File: config.mk
export PLATFORM = sky130hd
export DESIGN_NAME = spi_master_core
export DESIGN_NICKNAME = d
export VERILOG_FILES = /design/src/rtl/spi_master_pkg.sv /design/src/rtl/spi_sclk_gen.sv /design/src/rtl/spi_master_core.sv
export SDC_FILE = /design/constraint.sdc
export NUM_CORES = 1
export LEC_CHECK = 0
export ABC_AREA = 1
export BUFFER_PORTS_ARGS = -buffer_cell sky130_fd_sc_hd__clkbuf_2
export CORE_MARGIN = 2
export CORE_UTILIZATION = 60
export DETAILED_ROUTE_END_ITERATION = 16
export GPL_ROUTABILITY_DRIVEN = 0
export PLACE_DENSITY_LB_ADDON = 0.2
export SLEW_MARGIN = 10
export SYNTH_ARGS = -nofsm -noshare
export SYNTH_HDL_FRONTEND = slang
export SYNTH_SLANG_ARGS = --single-unit
File: constraint.sdc
create_clock -name clk -period 3.12 [get_ports clk]
set_clock_uncertainty 0.15 [all_clocks]
set_input_delay 0.312 -clock clk [delete_from_list [all_inputs] [get_ports clk]]
set_output_delay 0.312 -clock clk [all_outputs]
set_load 0.01 [all_outputs]
File: src/rtl/spi_master_pkg.sv
// spi_master_pkg: shared types for the SPI master core.
// Holds the transfer FSM state type and the CPOL/CPHA mode constants.
package spi_master_pkg;

    typedef enum logic [2:0] {
        ST_IDLE,
        ST_SETUP,
        ST_SHIFT,
        ST_HOLD,
        ST_GAP
    } state_t;

    localparam bit CPOL_IDLE_LOW  = 1'b0;
    localparam bit CPOL_IDLE_HIGH = 1'b1;
    localparam bit CPHA_LEAD      = 1'b0;
    localparam bit CPHA_TRAIL     = 1'b1;

endpackage

File: src/rtl/spi_sclk_gen.sv
// spi_sclk_gen: half-period counter and SPI clock generator.
// Ports: clk/resetn; run (count half-periods), shift (let sclk toggle);
// tick (last cycle of a half-period), lead_edge/trail_edge (the tick
// that moves sclk away from / back to its idle level), sclk.
module spi_sclk_gen
    import spi_master_pkg::*;
#(
    parameter bit          CPOL    = CPOL_IDLE_LOW,
    parameter int unsigned CLK_DIV = 2
) (
    input  logic clk,
    input  logic resetn,
    input  logic run,
    input  logic shift,
    output logic tick,
    output logic lead_edge,
    output logic trail_edge,
    output logic sclk
);

    localparam int unsigned CW = $clog2(CLK_DIV + 1);
    localparam logic [CW-1:0] LAST = CW'(CLK_DIV - 1);

    logic [CW-1:0] cnt;

    assign tick       = run && (cnt == LAST);
    // The strobe coincides with the clk edge that flips sclk, so the
    // edge type is judged from the level sclk is leaving.
    assign lead_edge  = shift && tick && (sclk == CPOL);
    assign trail_edge = shift && tick && (sclk != CPOL);

    always_ff @(posedge clk or negedge resetn) begin
        if (!resetn) begin
            cnt  <= '0;
            sclk <= CPOL;
        end else begin
            if (!run || tick) begin
                cnt <= '0;
            end else begin
                cnt <= cnt + 1'b1;
            end
            if (!shift) begin
                sclk <= CPOL;
            end else if (tick) begin
                sclk <= ~sclk;
            end
        end
    end

endmodule

File: src/rtl/spi_master_core.sv
// spi_master_core: single-word SPI master with valid/ready command input.
// Ports: clk/resetn; s_cmd_valid/s_cmd_ready/s_cmd_data (word to send);
// m_rx_valid/m_rx_data (received word); sclk, cs, mosi, miso (SPI bus).
module spi_master_core
    import spi_master_pkg::*;
#(
    parameter bit          CPOL       = CPOL_IDLE_LOW,
    parameter bit          CPHA       = CPHA_LEAD,
    parameter bit          INV_CS     = 1'b0,
    parameter int unsigned DATA_WIDTH = 8,
    parameter int unsigned CLK_DIV    = 2
) (
    input  logic                  clk,
    input  logic                  resetn,
    input  logic                  s_cmd_valid,
    output logic                  s_cmd_ready,
    input  logic [DATA_WIDTH-1:0] s_cmd_data,
    output logic                  m_rx_valid,
    output logic [DATA_WIDTH-1:0] m_rx_data,
    output logic                  sclk,
    output logic                  cs,
    output logic                  mosi,
    input  logic                  miso
);

    localparam int unsigned HPW = $clog2(2 * DATA_WIDTH + 1);
    localparam logic [HPW-1:0] HP_LAST = HPW'(2 * DATA_WIDTH - 1);

    state_t                state;
    logic                  cs_act;
    logic [DATA_WIDTH-1:0] tx_sr;
    logic [DATA_WIDTH-1:0] rx_sr;
    logic [HPW-1:0]        hp_cnt;
    logic                  run;
    logic                  shift;
    logic                  tick;
    logic                  lead_edge;
    logic                  trail_edge;
    logic                  sample;
    logic                  update;

    assign run   = (state != ST_IDLE);
    assign shift = (state == ST_SHIFT);
    assign cs    = INV_CS ? cs_act : ~cs_act;

    spi_sclk_gen #(
        .CPOL    (CPOL),
        .CLK_DIV (CLK_DIV)
    ) u_sclk_gen (
        .clk        (clk),
        .resetn     (resetn),
        .run        (run),
        .shift      (shift),
        .tick       (tick),
        .lead_edge  (lead_edge),
        .trail_edge (trail_edge),
        .sclk       (sclk)
    );

    // In CPHA=0 the MSB is already on mosi from SETUP, so the last
    // trailing edge has nothing left to present.
    assign sample = (CPHA == CPHA_TRAIL) ? trail_edge : lead_edge;
    assign update = (CPHA == CPHA_TRAIL) ? lead_edge
                  : (trail_edge && (hp_cnt != HP_LAST));

    always_ff @(posedge clk or negedge resetn) begin
        if (!resetn) begin
            state       <= ST_IDLE;
            s_cmd_ready <= 1'b0;
            cs_act      <= 1'b0;
            mosi        <= 1'b0;
            tx_sr       <= '0;
            rx_sr       <= '0;
            hp_cnt      <= '0;
            m_rx_valid  <= 1'b0;
            m_rx_data   <= '0;
        end else begin
            m_rx_valid <= 1'b0;
            unique case (state)
                ST_IDLE: begin
                    if (s_cmd_valid && s_cmd_ready) begin
                        s_cmd_ready <= 1'b0;
                        cs_act      <= 1'b1;
                        hp_cnt      <= '0;
                        state       <= ST_SETUP;
                        if (CPHA == CPHA_LEAD) begin
                            mosi  <= s_cmd_data[DATA_WIDTH-1];
                            tx_sr <= s_cmd_data << 1;
                        end else begin
                            mosi  <= 1'b0;
                            tx_sr <= s_cmd_data;
                        end
                    end else begin
                        s_cmd_ready <= 1'b1;
                    end
                end
                ST_SETUP: begin
                    if (tick) begin
                        state <= ST_SHIFT;
                    end
                end
                ST_SHIFT: begin
                    if (sample) begin
                        rx_sr <= {rx_sr[DATA_WIDTH-2:0], miso};
                    end
                    if (update) begin
                        mosi  <= tx_sr[DATA_WIDTH-1];
                        tx_sr <= {tx_sr[DATA_WIDTH-2:0], 1'b0};
                    end
                    if (tick) begin
                        hp_cnt <= hp_cnt + 1'b1;
                        if (hp_cnt == HP_LAST) begin
                            state <= ST_HOLD;
                        end
                    end
                end
                ST_HOLD: begin
                    if (tick) begin
                        cs_act     <= 1'b0;
                        mosi       <= 1'b0;
                        m_rx_valid <= 1'b1;
                        m_rx_data  <= rx_sr;
                        state      <= ST_GAP;
                    end
                end
                ST_GAP: begin
                    // Raise ready together with the return to IDLE so a
                    // waiting command is taken on the first IDLE cycle.
                    if (tick) begin
                        s_cmd_ready <= 1'b1;
                        state       <= ST_IDLE;
                    end
                end
                default: begin
                    state <= ST_IDLE;
                end
            endcase
        end
    end

endmodule

; Yosys cells after proc, flatten, opt, wreduce, memory -nomap -nowiden
; Index checks and enable logic that the tools add are counted.
[word_totals]
ff_bits = 39
input_bits = 12
elab_cells = 78
[op_classes]
n_addsub = 2
n_eq_ne = 14
mux = 27
n_bitwise = 2
reduce_logical = 22
[op_table]
columns = operator, n
row1 = 3-bit 2-to-1 mux, 6
row2 = 8-bit 2-to-1 mux, 2
row3 = 8-bit case mux with 2 select lines, 1
row4 = 3-bit case mux with 5 select lines, 1
row5 = 1-bit 2-to-1 mux, 10
row6 = 5-bit 2-to-1 mux, 2
row7 = 5-bit case mux with 2 select lines, 1
row8 = 3-bit AND reduction, 3
row9 = 2-bit != test (second input constant), 4
row10 = 3-bit by 2-bit equality test with 1-bit output (second input constant), 2
row11 = 1-bit logical AND, 6
row12 = 2-bit by 1-bit != test with 1-bit output (second input constant), 3
row13 = 2-bit AND reduction, 3
row14 = 6-bit AND reduction, 1
row15 = 2-bit nonzero test, 3
row16 = 3-bit nonzero test, 2
row17 = 5-bit by 1-bit adder with 5-bit output (second input constant), 1
row18 = 5-bit by 4-bit equality test with 1-bit output (second input constant), 1
row19 = 5-bit by 4-bit != test with 1-bit output (second input constant), 1
row20 = 1-bit case mux with 2 select lines, 2
row21 = 4-bit AND reduction, 1
row22 = 3-bit by 1-bit equality test with 1-bit output (second input constant), 1
row23 = 3-bit equality test (second input constant), 1
row24 = 3-bit logical NOT, 1
row25 = other kinds (7), 8

; Logic depth before layout (Yosys ltp)
; Gate-level depths: netlist of run 1.
[logic_depth]
ltp_word = 7
ltp_mapped = 10
depth_no_buf = 10

; By module
; A second synthesis of run 1 with hierarchy kept.
[hier_totals]
cells_unflattened = 213
area_unflattened_um2 = 1905.6
[by_module_without_submodules]
columns = module, n_inst, cells_per_inst, area_each_um2
row1 = spi_master_core, 1, 195, 1749.2
row2 = spi_sclk_gen, 1, 18, 156.4

; Least setup slack after synthesis of run 1
; No wires, ideal clock.
[synth_path]
kind = reg-to-reg
from = reg hp_cnt[0]
to = reg tx_sr[2]
setup_ps = 116
arrival_time_ps = 1431
t_required_ps = 2854
setup_slack_ps = 1422
stages_incl_launch_ff = 11
path_buffers = 0
path_cell_list = dfrtp_1 -> ha_1 -> inv_1 -> nor3_1 -> ha_1 -> nor2_1 -> inv_1 -> nand2_2 -> nand3_4 -> nand2_1 -> nand2_1
[synth_via]
elab_chain_len = 4
[synth_lines]
columns = element, line_no
row1 = start: declaration, spi_master_core.sv:33  ; logic [HPW-1:0] hp_cnt;
row2 = start signal: assignment, spi_master_core.sv:111  ; hp_cnt <= hp_cnt + 1'b1;
row3 = 5-bit by 4-bit != test with 1-bit output, spi_master_core.sv:64  ; : (trail_edge && (hp_cnt != HP_LAST));
row4 = 1-bit logical AND, spi_master_core.sv:64
row5 = 2-bit != test (no line), n/a
row6 = 3-bit AND reduction (no line), n/a
row7 = end signal: assignment, spi_master_core.sv:88  ; tx_sr <= s_cmd_data << 1;
row8 = end signal: assignment, spi_master_core.sv:91  ; tx_sr <= s_cmd_data;
row9 = end signal: assignment, spi_master_core.sv:108  ; tx_sr <= {tx_sr[DATA_WIDTH-2:0], 1'b0};
row10 = end: declaration, spi_master_core.sv:31  ; logic [DATA_WIDTH-1:0] tx_sr;
; No other way between the ends.
; A chain may end at the register's enable or synchronous reset.

; Worst setup path after layout of run 1
[layout_path]
from = reg hp_cnt[0]
to = reg tx_sr[5]
; The elaborated chain is that of the path after synthesis.

==> results.md, run 1 <==
* Outcome: completed
* Maxcap violations at 0
* Clock network power share at 16.6%
* Drt pass-1 iters at 4
* Core Rows at 20
* Worst path required time at 3.21 ns
* H-tree depth at 2
* Residual DRC at 0
* Via-per-instance ratio at 4.85
* PortBufs at 24
* Final setup violation count at 0
* CP max stage delay at 0.44 ns
* Syn Area/Cell at 8.41 sq um
* Cts bufs inserted at 5
* Clk buf depth at 2
* Die area at 3650 sq um
* Fin nets at 270
* Layout cell share with drive strength beyond 1 at 25.5%
* Netlist cell types at 21
* Reg power frac at 37.4%
* Hold Vio Cnt, Final at 0
* First-pass GRT wire length at 5690 um
* Synth Register Bits at 38
* Slowest stage cell, crit path: dfrtp_1
* Shortest period the worst path allows at 1.85 ns
* Worst setup SP type: flop
* Power Density at 977 nW/um^2
* Maximum VDD drop at 0.000435 V
* Sequential area share after synthesis at 49.8%
* Core box area at 3030 sq um
* CP Capture Type: flop
* Drt wl/cell at 11.0 um
* Slew Limit Fails at 0
* Io pins at 25
* Clk Latency, worst-skew pair at 0.35 ns
* Post-CTS setup buffer count at 0
* Layout area overhead at 11.6%
* Die H at 60.4 um
* Cell Int Power at 1170 uW
* Mapped Cells at 227
* Switching power total at 913 uW
* Total Routing Usage GR at 21.3%
* Comb power frac at 46.0%
* Synth Cell Area at 1910 sq um
* Arrival @ worst endpoint at 1.95 ns
* Vias in the first global route at 1355
* CTS tree: built
* Worst-margin pin slew at 0.930 ns
* Final Instance Area at 2130 sq um
* Cts repair resizes at 0
* Syn Nets at 242
* Crit path cell chain: ha_1, inv_1, nor3_1, ha_1, nor2_1, inv_1, nand2_2, nand3_4, nand2_1, nand2_1
* Worst slew margin at 38.0%
* Fin Setup TNS at 0 ns
* Starting Density at 63.0%
* Syn. warnings at 0
* Clk slew on worst S/H paths at 0.11 ns
* Commonest non-fill, non-tap cell in the layout: nand2_1
* CP Max Fanout at 7
* Largest net degree at the start of global routing at 39
* Placed cell area at 2040 sq um
* Diode count at 0
* Hold Crit Class: input port to flop
* Initial DRC count at 55
* Root Buffer: clkbuf_4
* Overall routed net length at 3280 um
* Switching Fraction at 43.9%
* Fin crit share at 59.3%
* Antenna Violating Nets Remaining at 0
* Max frequency at 540 MHz
* Post-DP HPWL at 2370 um
* Chip Width at 60.4 um
* Remaining Overflow, GRT at 0
* Initial antenna violation count at 0
* Most frequent cells in the layout: 102 x nand2_1, 38 x dfrtp_1, 24 x clkbuf_2
* Setup Crit Path Kind: flop to flop
* Leakage at 0.00116 uW
* Via count at 1449
* Clock sink count at 38
* RSZ-0062 raised after global routing: no
critical path, delay by kind of cell (launching register included):
kind / cells / cell delay [ns]
and+or+nand+nor: 6 / 0.60
adders and majority gates: 2 / 0.41
DFF: 1 / 0.44
buffers and inverters: 2 / 0.15
metal layers:
layer	share of wire (%)	vias up	GRT usage, %	wire (um)
met5	0	-	0	0
met4	1.2	0	6.67	40
met3	4.4	5	7.68	144
met2	48	25	34.0	1570
met1	47	660	27.4	1530
li1	-	759	-	-
synthesized netlist by cell type, drive strengths merged:
cell type	number	area share, %
dfrtp	38	50
ha	3	2.0
buf	4	2.4
a21oi	1	0.26
nand4	3	0.98
nand2	109	23
nand3	9	4.2
o21ai	17	7.2
o211ai	1	0.39
nor2	14	4.5
inv	25	4.9
nor3	3	0.79
cells by family (layout without fill, tap and decap cells):
group           after synthesis  count (layout)  share of synthesized area, %
fa+ha+maj                     3               3                          1.97
flops                        38              38                          49.8
simple gates                138             138                          33.0
compound gates               19              19                          7.87
buf+inv                      29              57                          7.28
power groups by stage:
stage / clock, uW / sequential (uW) / combinational, uW
global route: 376 / 800 / 1110
CTS: 354 / 779 / 970
global placement: 0 / 783 / 942
detailed placement: 0 / 787 / 969
floorplan: 0 / 788 / 765
finish: 345 / 779 / 956
final timing paths:
check / start / end / slack [ns] / cells past startpoint
setup / recovery: hp_cnt[0] / tx_sr[5] / 1.27 / 10
hold / removal: miso / rx_sr[0] / 0.03 / 3
setup reg to reg: hp_cnt[0] / tx_sr[5] / 1.27 / 10
hold reg to reg: u_sclk_gen.cnt[0] / u_sclk_gen.cnt[0] / 0.30 / 1
max in group asynchronous: resetn / tx_sr[5] / 1.78 / 2
min in group asynchronous: resetn / cs_act / 0.47 / 2
state kept, by name, summed over array words and instances, names as in the netlist:
| signal | cells |
|---|---|
| u_sclk_gen.cnt | 2 |
| hp_cnt | 5 |
| u_sclk_gen.sclk | 1 |
| state | 3 |
| m_rx_valid | 1 |
| tx_sr | 7 |
| cs_act | 1 |
| s_cmd_ready | 1 |
| m_rx_data | 8 |
| rx_sr | 8 |
| mosi | 1 |
cell type report:
type / count / area (sq um)
clock buffer: 6 / 51.3
timing repair buffer: 25 / 130
inverter: 25 / 93.8
fill: 276 / 898
sequential: 38 / 951
multi-input combinational: 160 / 818
clock inverter: 1 / 30.0
tap: 44 / 55.1
per-stage QoR:
stage          total power [uW]  hold slack [ns]  instances  utilization [%]  setup WS, ns
2_1_floorplan              1550           -0.134        227                -          1.42
3_3_place_gp               1730            0.289        291             67.3          1.35
3_5_place_dp               1760            0.291        291             67.3          1.28
4_1_cts                    2100           0.0137        299             70.3          1.26
5_1_grt                    2280          0.00620        299             70.3          1.12
6_report                   2080           0.0297        299             70.3          1.27
what timing repair did:
action / 4_1_cts / 5_1_grt
hold endpoints to repair: 38 / 0
endpoints found under the setup margin: 0 / 0
hold buffers: 1 / 0
No activity file was read; power rests on OpenSTA's default activity.
==> inputs of run 2 (changes only) <==
Settings changed: CORE_UTILIZATION 60 to 57.
Clock period 3.12 ns to 1.9 ns, I/O delays scaled along.
==> run 2 against run 1 <==
Compared with the run above:
- count of clock-buffer cells in the layout unchanged
- critical endpoint is now tx_sr[2]
- register-to-register slack worse by 1.1 ns
- critical path depth unchanged
==> results.md, run 2 (same netlist as run 1, synthesis figures left out) <==
* CP delay by family, top: simple AND/OR/NAND/NOR gates
* Crit path cell chain: ha_1, inv_1, nor3_1, ha_1, nor2_4, inv_1, nand2_2, nand3_4, nand2_1, nand2_1
* Outcome: completed
* Via-per-instance ratio at 4.75
* Root Buffer: clkbuf_4
* Worst setup SP type: flop
* Maxcap violations at 0
* RSZ-0062 raised after global routing: no
* Shortest period the worst path allows at 1.76 ns
* Starting Density at 58.1%
* Chip Width at 61.9 um
* Critical path depth in cells at 10
* CP Capture Type: flop
* Core box area at 3280 sq um
* Setup Crit Path Kind: flop to flop
* Layout cell share with drive strength beyond 1 at 25.7%
* Core Rows at 21
* Leakage at 0.00120 uW
* Die H at 61.9 um
* Initial DRC count at 76
* Drt wl/cell at 11.0 um
* Worst Hold Path Cells at 5
* Post-DP HPWL at 2300 um
* Io pins at 25
* Power Density at 1550 nW/um^2
* CTS tree: built
* Via count at 1476
* First-pass GRT wire length at 5790 um
* Fin nets at 280
* Clk buf depth at 2
* Fill count at 275
* Total Routing Usage GR at 20.7%
* Pre-CTS setup slack at 0.0717 ns
* Overall routed net length at 3420 um
* Layout area overhead at 17.1%
* Initial antenna violation count at 0
* CP max stage delay at 0.43 ns
* Final setup margin at 0.142 ns
* Drt pass-1 iters at 4
* Maximum VDD drop at 0.000884 V
* Die area at 3830 sq um
* Hold Vio Cnt, Final at 0
* Arrival @ worst endpoint at 1.86 ns
* Max frequency at 569 MHz
* Worst-margin pin slew at 0.478 ns
* Post-CTS setup buffer count at 0
* Clock sink count at 38
* Hold Crit Class: input port to flop
* Slew Limit Fails at 0
* CP Max Fanout at 7
* Antenna Violating Nets Remaining at 0
* Remaining Overflow, GRT at 0
* Clk Latency, worst-skew pair at 0.35 ns
* Diode count at 0
* Most frequent cells in the layout: 102 x nand2_1, 38 x dfrtp_1, 24 x clkbuf_2
* Largest regs: m_rx_data x8, rx_sr x8, tx_sr x7
* Clk slew on worst S/H paths at 0.11 ns
* Fin crit share at 92.5%
* Commonest non-fill, non-tap cell in the layout: nand2_1
* Worst slew margin at 68.2%
* Cts bufs inserted at 5
* Buf/Inv on CP at 2
* Residual DRC at 0
* R2R cell count at 10
* Largest net degree at the start of global routing at 39
* PortBufs at 24
* Final setup violation count at 0
* Vias in the first global route at 1376
* Fin Setup TNS at 0 ns
* Worst path required time at 2.00 ns
* H-tree depth at 2
* Slowest stage cell, crit path: dfrtp_1
## run 2: area by class of cell
cell class / instances / area [sq um] / area share, %
Sequential cell: 38 / 951 / 42.6
Multi-Input combinational cell: 160 / 826 / 37.0
Clock buffer: 6 / 51.3 / 2.30
Clock inverter: 1 / 30.0 / 1.34
Timing Repair Buffer: 35 / 225 / 10.1
Tap cell: 46 / 57.6 / 2.58
Inverter: 25 / 93.8 / 4.20
## run 2: worst paths after layout
check / from / endpoint / slack [ns]
setup reg to reg: hp_cnt[0] / tx_sr[2] / 0.14
hold reg to reg: u_sclk_gen.cnt[0] / u_sclk_gen.cnt[0] / 0.30
max in group asynchronous: resetn / rx_sr[2] / 1.00
setup / recovery: hp_cnt[0] / tx_sr[2] / 0.14
hold / removal: s_cmd_data[7] / mosi / 0.01
min in group asynchronous: resetn / hp_cnt[3] / 0.26
## run 2: power by group
group          internal [uW]  total [uW]  leakage, uW  switching [uW]
Sequential              1090        1280     0.000499             190
Clock                    306         568    0.0000443             262
Combinational            549        1610     0.000658            1060
## run 2: per-layer routing
layer | part of all wire [%] | global-route usage (%) | up-vias | wire, um
li1 | - | - | 778 | -
met1 | 48 | 27.1 | 660 | 1640
met4 | 1.5 | 9.12 | 0 | 51
met5 | 0 | 0 | - | 0
met3 | 4.8 | 5.59 | 5 | 164
met2 | 46 | 32.3 | 33 | 1560
## run 2: per-stage QoR
| stage | util (%) | hold slack [ns] | instance area (sq um) | power, uW | std cells |
|---|---|---|---|---|---|
| finish | 68.0 | 0.0110 | 2230 | 3460 | 311 |
| global route | 68.0 | 0.0498 | 2230 | 3790 | 311 |
| CTS | 67.8 | 0.00124 | 2230 | 3490 | 311 |
| detailed placement | 62.6 | 0.114 | 2060 | 2900 | 295 |
| global placement | 62.6 | 0.112 | 2060 | 2860 | 295 |
| floorplan | - | -0.256 | 1910 | 2550 | 227 |
## run 2: worst reg2reg max path, cell delays in order, from the launching register on
cell and delay, ns:
dfrtp_1 0.43, ha_1 0.22, inv_1 0.07, nor3_1 0.05, ha_1 0.21, nor2_4 0.15
inv_1 0.06, nand2_2 0.07, nand3_4 0.10, nand2_1 0.10, nand2_1 0.05
## run 2: what timing repair did
action	in CTS	in global routing
endpoints found under the setup margin	0	8
hold endpoints to repair	46	0
hold buffers	9	0
resized for setup	0	2
